--- config.mk ---
export PLATFORM = sky130hd
export DESIGN_NAME = seq_shifter
export DESIGN_NICKNAME = d
export VERILOG_FILES = /design/src/rtl/seq_shifter_pkg.sv /design/src/rtl/seq_shifter_step.sv /design/src/rtl/seq_shifter.sv
export SDC_FILE = /design/constraint.sdc
export NUM_CORES = 1
export LEC_CHECK = 0
export ABC_AREA = 1
export CELL_PAD_IN_SITES_DETAIL_PLACEMENT = 2
export CELL_PAD_IN_SITES_GLOBAL_PLACEMENT = 2
export CORE_ASPECT_RATIO = 0.7
export CORE_MARGIN = 3
export CORE_UTILIZATION = 30
export DETAILED_ROUTE_END_ITERATION = 10
export PLACE_DENSITY_LB_ADDON = 0.1
export SYNTH_ARGS = -nofsm -noshare
export SYNTH_HDL_FRONTEND = slang
export SYNTH_SLANG_ARGS = --single-unit
--- constraint.sdc ---
create_clock -name clk -period 3.1 [get_ports clk]
set_input_delay 0.62 -clock clk [delete_from_list [all_inputs] [get_ports clk]]
set_output_delay 0.62 -clock clk [all_outputs]
set_load 0.02 [all_outputs]
--- src/rtl/seq_shifter_pkg.sv ---
// seq_shifter_pkg: op-code encodings and FSM state type shared by the
// seq_shifter top and its shift_step datapath slice.
package seq_shifter_pkg;

  localparam logic [2:0] OP_SLL  = 3'b000;
  localparam logic [2:0] OP_SRL  = 3'b001;
  localparam logic [2:0] OP_SRA  = 3'b010;
  localparam logic [2:0] OP_LUI  = 3'b011;
  localparam logic [2:0] OP_ROTR = 3'b100;

  typedef enum logic [1:0] {
    ST_IDLE  = 2'd0,
    ST_SHIFT = 2'd1,
    ST_DONE  = 2'd2
  } state_e;

endpackage : seq_shifter_pkg

--- src/rtl/seq_shifter_step.sv ---
// shift_step: combinational shift of din by k (0..STEP) according to op.
// SRA fills with the supplied fill bit.
// Rotate support is built only when SEQ_SHIFTER_ROTR_EN is defined;
// otherwise op 100 falls into the passthrough arm.
module shift_step
  import seq_shifter_pkg::*;
#(
  parameter int unsigned WIDTH = 32,
  parameter int unsigned STEP  = 1,
  parameter int unsigned KW    = $clog2(STEP + 1)
) (
  input  logic [2:0]       op,
  input  logic             fill,
  input  logic [KW-1:0]    k,
  input  logic [WIDTH-1:0] din,
  output logic [WIDTH-1:0] dout
);

  logic [WIDTH-1:0] ones;
  logic [WIDTH-1:0] fill_mask;

  // Select the shifted value for the current op; reserved codes pass through.
  always_comb begin
    ones      = '1;
    fill_mask = ~(ones >> k);
    dout      = din;
    case (op)
      OP_SLL,
      OP_LUI:  dout = din << k;
      OP_SRL:  dout = din >> k;
      OP_SRA:  dout = (din >> k) | (fill ? fill_mask : '0);
`ifdef SEQ_SHIFTER_ROTR_EN
      OP_ROTR: dout = (din >> k) | (din << (WIDTH - k));
`endif
      default: dout = din;
    endcase
  end

endmodule : shift_step

--- src/rtl/seq_shifter.sv ---
// seq_shifter: multi-cycle SLL/SRL/SRA/LUI shift unit, STEP bits per clock,
// with a start/busy/done handshake.
// Optional macro SEQ_SHIFTER_ROTR_EN enables op 100 as rotate-right.
module seq_shifter
  import seq_shifter_pkg::*;
#(
  parameter int unsigned WIDTH   = 32,
  parameter int unsigned STEP    = 1,
  parameter int unsigned SHAMT_W = $clog2(WIDTH)
) (
  input  logic               clk,
  input  logic               rst_n,
  input  logic               start,
  input  logic [2:0]         op,
  input  logic [WIDTH-1:0]   data_in,
  input  logic [SHAMT_W-1:0] shamt,
  output logic               busy,
  output logic               done,
  output logic [WIDTH-1:0]   result
);

  localparam int unsigned        KW     = $clog2(STEP + 1);
  localparam logic [SHAMT_W-1:0] STEP_R = SHAMT_W'(STEP);
  localparam logic [SHAMT_W-1:0] LUI_R  = SHAMT_W'(WIDTH / 2);

  state_e             state_q, state_d;
  logic [WIDTH-1:0]   acc_q, acc_d;
  logic [SHAMT_W-1:0] rem_q, rem_d;
  logic [WIDTH-1:0]   result_q, result_d;
  logic [2:0]         op_q, op_d;
  logic               fill_q, fill_d;

  logic [SHAMT_W-1:0] rem_load;
  logic [SHAMT_W-1:0] k_full;
  logic [KW-1:0]      k;
  logic [WIDTH-1:0]   step_out;

  // Amount to shift on entry: shamt for real shifts, half-width for LUI, 0 otherwise.
  always_comb begin
    rem_load = '0;
    case (op)
      OP_SLL, OP_SRL, OP_SRA: rem_load = shamt;
      OP_LUI:                 rem_load = LUI_R;
`ifdef SEQ_SHIFTER_ROTR_EN
      OP_ROTR:                rem_load = shamt;
`endif
      default:                rem_load = '0;
    endcase
  end

  // Per-cycle shift amount k = min(STEP, rem); STEP <= WIDTH/2 so it fits in SHAMT_W.
  always_comb begin
    k_full = (rem_q < STEP_R) ? rem_q : STEP_R;
    k      = k_full[KW-1:0];
  end

  shift_step #(
    .WIDTH (WIDTH),
    .STEP  (STEP),
    .KW    (KW)
  ) u_step (
    .op   (op_q),
    .fill (fill_q),
    .k    (k),
    .din  (acc_q),
    .dout (step_out)
  );

  // State and datapath registers, cleared asynchronously.
  always_ff @(posedge clk or negedge rst_n) begin
    if (!rst_n) begin
      state_q  <= ST_IDLE;
      acc_q    <= '0;
      rem_q    <= '0;
      result_q <= '0;
      op_q     <= '0;
      fill_q   <= 1'b0;
    end else begin
      state_q  <= state_d;
      acc_q    <= acc_d;
      rem_q    <= rem_d;
      result_q <= result_d;
      op_q     <= op_d;
      fill_q   <= fill_d;
    end
  end

  // Next-state logic.
  always_comb begin
    state_d = state_q;
    case (state_q)
      ST_IDLE:  if (start) state_d = (rem_load != '0) ? ST_SHIFT : ST_DONE;
      ST_SHIFT: if (rem_q <= STEP_R) state_d = ST_DONE;
      ST_DONE:  state_d = ST_IDLE;
      default:  state_d = ST_IDLE;
    endcase
  end

  // Datapath: capture operands in IDLE, step acc/rem in SHIFT, publish result on entry to DONE.
  always_comb begin
    acc_d    = acc_q;
    rem_d    = rem_q;
    result_d = result_q;
    op_d     = op_q;
    fill_d   = fill_q;
    case (state_q)
      ST_IDLE: begin
        if (start) begin
          acc_d  = data_in;
          rem_d  = rem_load;
          op_d   = op;
          fill_d = data_in[WIDTH-1];
          if (rem_load == '0) result_d = data_in;
        end
      end
      ST_SHIFT: begin
        acc_d = step_out;
        rem_d = rem_q - k_full;
        if (rem_q <= STEP_R) result_d = step_out;
      end
      default: ;
    endcase
  end

  // Outputs decoded from state.
  always_comb begin
    busy   = (state_q != ST_IDLE);
    done   = (state_q == ST_DONE);
    result = result_q;
  end

endmodule : seq_shifter

==> summary.md, run 1 <==
| Metric | Value |
|---|---|
| CP endpoint | `result[0]` |
| Fin worst setup slack | `roughly 0.59 ns` |
| Synth top area share | `between 40 and 50%` |
| Simple-gate area share of the yosys netlist | `between 40 and 50%` |
| R2r endpoint | `acc_q[2]` |
| RR Startpoint | `op_q[1]` |
| Clock latency at the later pin of the worst-skew pair | `around 0.34 ns` |
| Register area share after synthesis | `between 40% and 50%` |
| Max-slew headroom | `between 30% and 40%` |
| Final setup fails | `0` |
| Main combinational cell family by area after synthesis | `simple AND/OR/NAND/NOR gates` |
| Global-route wire length before repair | `about 27,000 um` |
| Initial Utilization | `a little under a third` |
| Synth top area cells | `dfrtp_1, nand2_1, nand3_1` |
| Worst R2R Setup Slack | `about 0.93 ns` |
| DIE WIDTH | `148 um` |
| Total Power | `~7.2 mW` |
| Static Leak | `2.87 nW` |
| VDD IR max | `around 420 uV` |
| N_diodes | `0` |
| Root Driver | `clkbuf_16` |
| Synth Flop Type | `dfrtp_1` |
| Core area | `13,500 um2` |
| F_max | `0.398 GHz` |
| Synth Area in XOR/XNOR | `less than 1%` |
| Maxcap violations | `0` |
| Post-synth ARST share | `100%` |
| Clk buf depth | `2` |
| CTS tree | `built` |
| Worst slew pin tran | `1.05 ns` |
| Synth Area in Compound Gates | `6.38%` |
| Gr ovfl total | `0` |
| Combinational group share of total power | `approximately 59%` |
| DR iter-0 viols | `136` |
| Max Transition Viols Final | `0` |
| Initial antenna violation count | `0` |
| Critical path capture point type | `register` |
| Crit path time final | `around 2.5 ns` |
| Layout Cells excl Fill | `approximately 890` |
| Largest net degree at the start of global routing | `76` |
| CP Launch Type | `input port` |
| Cell Rows | `35` |
| RSZ-0062 raised after global routing | `false` |
| Sequential power share | `about a quarter` |
| Pwr Density | `1300 nW/um2` |
| Mean area per synthesized cell | `about 6.7 um2` |
| Placed Cells incl. Taps | `between 800 and 900` |
| Post-CTS setup buffer count | `0` |
| Hold bufs inserted after CTS | `0` |
| Most frequent cell after synthesis | `nand2_1` |
| P_int | `about 3.6 mW` |
| Die Area | `between 15,000 and 20,000 um2` |
| Hpwl dp | `about 10,000 um` |
| NetSw | `around 3.6 mW` |
| Period utilisation layout | `a little over 80%` |
| Worst-path fanout max | `17` |
| Buffers on Ports | `76` |
| Number of flops mapped to enable cells by yosys | `0` |
| Setup WS pre-CTS | `around 0.21 ns` |
| Gates resized, CTS repair | `0` |
| Synth top cells by count | `nand2_1, dfrtp_1, nand3_1` |
| Cell taking the most area after synthesis | `dfrtp_1` |
| DR vias/cell | `approximately 5.0` |
| Num ports | `77` |
| Cell count after synthesis | `639` |
| WS Path Type | `input port to register` |
| Via count | `4,429` |
| CP Data Required Time | `around 3.4 ns` |
| Outcome | `complete, no violations` |
| Avg WL per Cell | `around 18 um` |
| Synth Register Bits | `75` |
| Setup tns final | `0 ns` |
| Nets@finish | `747` |
| GRT Resource Usage Total | `between 20% and 30%` |
| H-tree depth | `3` |
| Number of remaining DRC errors | `0` |
| Initial DRT Pass Iterations | `7` |
| Min-delay worst type | `input port to async pin` |
| Synthesized cell area | `4260 um2` |
| Post-Synth Adder-Cell Area | `less than 1%` |
| Post-Syn Nets | `a little under 700` |
| Syn. warnings | `0` |
| Inserted Clock Buffers | `9` |
| Die height | `106 um` |
| Clk_skew | `about 0.009 ns` |
| Routed Antenna Nets | `0` |
| Ratio of cells with drive above 1 in the final layout | `5.51%` |
| Clock tree sinks | `75` |
| Worst Reg-to-Reg Cells | `9` |
| Crit path from | `op[0]` |
| Switching Fraction | `roughly half` |
| Library cells used by synthesis | `28` |
| Clock Power Share | `16.6%` |
| CP arrival | `2.78 ns` |
| Vias in the first global route | `a little over 5,000` |
| Layout area overhead | `29.3%` |
| Fin. Hold Viols | `0` |
| Detailed Route WL | `16,000 um` |
| Post-synthesis mux area share | `0%` |
| Clock-pin slew on the worst setup and hold paths | `0.06 ns` |
| Gpl congestion | `0.794` |
worst min-delay path by stage:
stage              start        end  depth (start not counted)
4_1_cts        acc_q[14]  acc_q[14]                          2
5_1_grt        acc_q[24]  acc_q[24]                          2
2_1_floorplan      rst_n   acc_q[0]                          0
3_3_place_gp    acc_q[5]   acc_q[5]                          2
3_5_place_dp   acc_q[14]  acc_q[14]                          2
6_report           rst_n   rem_q[4]                          1
critical path, cell delays in order:
cell,delay [ns]
clkdlybuf4s50_1,0.44
nand2_1,0.13
nand2_1,0.12
a31oi_1,0.15
nor2_1,0.09
o21bai_2,0.68
buf_4,0.38
nand2_1,0.09
nand2_1,0.09
logic make-up (layout without fill, tap and decap cells):
family / Yosys count / in the layout
XOR/XNOR: 1 / 1
adder cells (fa/ha/maj): 1 / 1
AND/OR/NAND/NOR: 429 / 429
flip-flops: 75 / 75
AO/OA/AOI/OAI: 49 / 49
buffers and inverters: 84 / 153
per-layer routing:
| metal | track usage [%] | share of wire, % | vias up |
|---|---|---|---|
| met5 | 0 | 0 | - |
| met4 | 5.08 | 0.91 | 0 |
| met3 | 4.17 | 3.8 | 14 |
| met2 | 36.3 | 48 | 88 |
| met1 | 28.1 | 47 | 2218 |
| li1 | - | - | 2109 |
sequential cells by signal, indices dropped and copies added, names as in the netlist:
signal and flops:
state_q 2, rem_q 5, fill_q 1, result 32
acc_q 32, op_q 3
layout by cell type (no fill, tap or decap):
cell               n
nor2_4             3
o21ai_0            6
o22ai_1            1
buf_4             12
a31oi_1            1
clkinv_2           1
o21bai_2           1
clkbuf_8           2
nor3_1             1
a21oi_2            1
o31ai_1            1
clkinvlp_4         1
clkbuf_1           1
dfrtp_1           75
ha_1               1
a21oi_1            3
nand3_1           69
xor2_1             1
and2_1             1
nand2_1          345
bufinv_16          2
o21ai_1           31
nor2_1             7
clkbuf_16          9
or2_2              1
clkdlybuf4s50_1   75
inv_2              4
nand3_4            1
inv_1             46
o211ai_1           3
nand3_2            1
o221ai_1           1
final cells by class:
cell class	instances	area, um2
fill	1660	7980
tap	185	231
inverter	50	188
clock buffer	12	256
sequential	75	1880
timing repair buffer	87	841
multi-input combinational	480	2040
clock inverter	4	72.6
power groups by stage:
stage | registers, mW | clock network, mW | logic [mW]
global placement | 1.75 | 0 | 4.01
finish | 1.76 | 1.19 | 4.21
global route | 1.83 | 1.25 | 4.78
detailed placement | 1.78 | 0 | 4.20
CTS | 1.77 | 1.21 | 4.28
floorplan | 1.93 | 0 | 2.52
through the flow:
step / hold slack (ns) / cell area [um2] / util (%)
finish: 0.463 / 5500 / 40.8
global route: 0.506 / 5500 / 40.8
CTS: 0.486 / 5500 / 40.8
detailed placement: 0.470 / 5170 / 38.4
global placement: 0.462 / 5170 / 38.4
floorplan: 0.324 / 4260 / -
Power figures use the tool's default switching activity.
==> run 2: changes to the inputs <==
--- a/config.mk
+++ b/config.mk
@@ -10,7 +10,7 @@
 export CELL_PAD_IN_SITES_GLOBAL_PLACEMENT = 2
 export CORE_ASPECT_RATIO = 0.7
 export CORE_MARGIN = 3
-export CORE_UTILIZATION = 30
+export CORE_UTILIZATION = 29
 export DETAILED_ROUTE_END_ITERATION = 10
 export PLACE_DENSITY_LB_ADDON = 0.1
 export SYNTH_ARGS = -nofsm -noshare
==> constraint.sdc (replaced) <==
create_clock -name clk -period 2.6 [get_ports clk]
set_input_delay 0.52 -clock clk [delete_from_list [all_inputs] [get_ports clk]]
set_output_delay 0.52 -clock clk [all_outputs]
set_load 0.02 [all_outputs]
==> summary.md, run 2 (same netlist as run 1, synthesis figures left out) <==
| Metric | Value |
|---|---|
| Gpl congestion | `0.785 (-1.2%)` |
| WS Path Type | `register to primary output` |
| DIE WIDTH | `151 um (+1.6%)` |
| Worst-path fanout max | `4 (-13)` |
| N_diodes | `0 (unchanged)` |
| GRT Resource Usage Total | `19.9% (-1.5 points)` |
| Largest net degree at the start of global routing | `63 (-17%)` |
| Worst path cell trace | `inv_2 -> nand2_1 -> clkdlybuf4s50_1` |
| Static Leak | `2.92 nW (+2.0%)` |
| Fin. Hold Viols | `0 (unchanged)` |
| Sequential power share | `24.3% (-0.3 points)` |
| Clock tree sinks | `75 (unchanged)` |
| CP peak stage delay | `0.61 ns (-0.07 ns)` |
| Layout Cells excl Fill | `905 (+1.3%)` |
| Hold WS | `0.148 ns (-0.314 ns)` |
| Root Driver | `clkbuf_16` |
| Worst slew pin tran | `0.662 ns (-0.384 ns)` |
| Levels on crit path | `3 (-6)` |
| P_int | `4.42 mW (+24%)` |
| Clock Power Share | `17.6% (+1.0 points)` |
| Final core utilization | `39.7% (-1.1 points)` |
| CP endpoint | `busy` |
| Detailed Route WL | `15,000 um (-5.9%)` |
| Setup tns final | `0 ns (unchanged)` |
| CTS tree | `built` |
| CP Data Required Time | `2.08 ns (-1.29 ns)` |
| Core area | `14,100 um2 (+4.9%)` |
| Via count | `4,401 (-0.63%)` |
| Gates resized, CTS repair | `0 (unchanged)` |
| Commonest non-fill, non-tap cell in the layout | `nand2_1` |
| CP Launch Type | `register` |
| Buffers on Ports | `76 (unchanged)` |
| RR Startpoint | `rem_q[3]` |
| Seq. cell area | `1880 um2 (unchanged)` |
| Num ports | `77 (unchanged)` |
| Period utilisation layout | `between 80% and 90%` |
| Crit path time final | `~2.1 ns` |
| Gr ovfl total | `0 (unchanged)` |
| Filler cells | `1,670 (+0.60%)` |
| Combinational group share of total power | `58.2% (-0.6 points)` |
| Inserted Clock Buffers | `9 (unchanged)` |
| Die Area | `16,200 um2 (+3.3%)` |
| Slowest-stage cell, CP | `clkdlybuf4s50_1` |
| Critical path capture point type | `primary output` |
| Pwr Density | `1540 nW/um2 (+18%)` |
| NetSw | `4.19 mW (+17%)` |
| Placed Cells incl. Taps | `889 (+1.4%)` |
| Number of remaining DRC errors | `0 (unchanged)` |
| Avg WL per Cell | `16.6 um (-7.2%)` |
| Worst R2R Setup Slack | `0.71 ns (-0.22 ns)` |
| DR vias/cell | `4.86 (-1.9%)` |
| Initial Utilization | `30.1% (-1.5 points)` |
| Clk_skew | `0.00727 ns (-0.00196 ns)` |
| R2r endpoint | `rem_q[4]` |
| Final setup fails | `0 (unchanged)` |
| Delay-heaviest family, CP | `buffers and inverters` |
| Multi-input logic area | `2040 um2 (unchanged)` |
| Clk buf depth | `2 (unchanged)` |
| Routed Antenna Nets | `0 (unchanged)` |
| F_max | `roughly 0.47 GHz` |
| Initial DRT Pass Iterations | `4 (-3)` |
| Die height | `107 um (+1.6%)` |
| Post-CTS setup buffer count | `0 (unchanged)` |
| DR iter-0 viols | `158 (+16%)` |
| Vias in the first global route | `4,962 (-2.6%)` |
| Hold bufs inserted after CTS | `0 (unchanged)` |
| VDD IR max | `617 uV (+47%)` |
| RSZ-0062 raised after global routing | `false` |
| Cell Rows | `36 (+2.9%)` |
| Clock-pin slew on the worst setup and hold paths | `0.06 ns (about the same)` |
| Ratio of cells with drive above 1 in the final layout | `6.57% (+1.1 points)` |
| CP arrival | `1.60 ns (-1.18 ns)` |
| Outcome | `complete, no violations` |
| Buf/Inv on CP | `2 (unchanged)` |
| Global-route wire length before repair | `25,800 um (-4.3%)` |
| H-tree depth | `3 (unchanged)` |
| Layout area overhead | `31.8%` |
| Hpwl dp | `10,300 um (-1.3%)` |
| Total Power | `8.61 mW (+20%)` |
| Max-slew headroom | `55.9% (+26 points)` |
| Switching Fraction | `48.7% (-1.4 points)` |
| Clock latency at the later pin of the worst-skew pair | `0.34 ns (about the same)` |
| Worst Reg-to-Reg Cells | `9 (unchanged)` |
| Min-delay worst type | `input port to async pin` |
| Most frequent cells in the layout | `nand2_1, dfrtp_1, clkdlybuf4s50_1` |
| Max Transition Viols Final | `0 (unchanged)` |
| Nets@finish | `754 (+0.94%)` |
| Maxcap violations | `0 (unchanged)` |
| Crit path from | `state_q[0]` |
| Initial antenna violation count | `0 (unchanged)` |
[run 2: metal layers]
layer | up-vias | wire length (um) | global-route usage [%] | part of all wire, %
met5 | - | 0 | 0 | 0
met4 | 0 | 129 | 3.95 | 0.86
li1 | 2123 | - | - | -
met3 | 10 | 432 | 3.32 | 2.9
met2 | 70 | 6960 | 33.3 | 46
met1 | 2198 | 7510 | 27.1 | 50
[run 2: per-stage QoR]
| step | setup WS (ns) | area, um2 |
|---|---|---|
| after floorplan | 1.02 | 4260 |
| after global placement | 0.398 | 5260 |
| after detailed placement | 0.282 | 5260 |
| after CTS | 0.450 | 5610 |
| after global routing | 0.387 | 5610 |
| final | 0.483 | 5610 |
[run 2: how the worst min path moves through the flow]
stage,endpoint,startpoint,cells past startpoint
global route,rem_q[0],rst_n,1
finish,rem_q[3],rst_n,1
detailed placement,result[5],result[5],2
global placement,acc_q[5],acc_q[5],2
CTS,rem_q[3],rst_n,1
floorplan,acc_q[0],rst_n,0
[run 2: area by class of cell]
cell class / count / area share (%)
inverters: 50 / 3.35
multi-input cells: 480 / 36.3
repair buffers: 94 / 16.4
clock buffers: 10 / 4.26
flip-flops and latches: 75 / 33.5
clock inverters: 6 / 2.01
well taps: 190 / 4.24
[run 2: power by group through the flow]
stage / combinational [mW] / sequential [mW] / clock [mW]
after floorplan: 3.00 / 2.30 / 0
after global placement: 4.88 / 2.08 / 0
after detailed placement: 5.06 / 2.11 / 0
after CTS: 5.12 / 2.10 / 1.55
after global routing: 5.75 / 2.17 / 1.59
final: 5.01 / 2.09 / 1.51
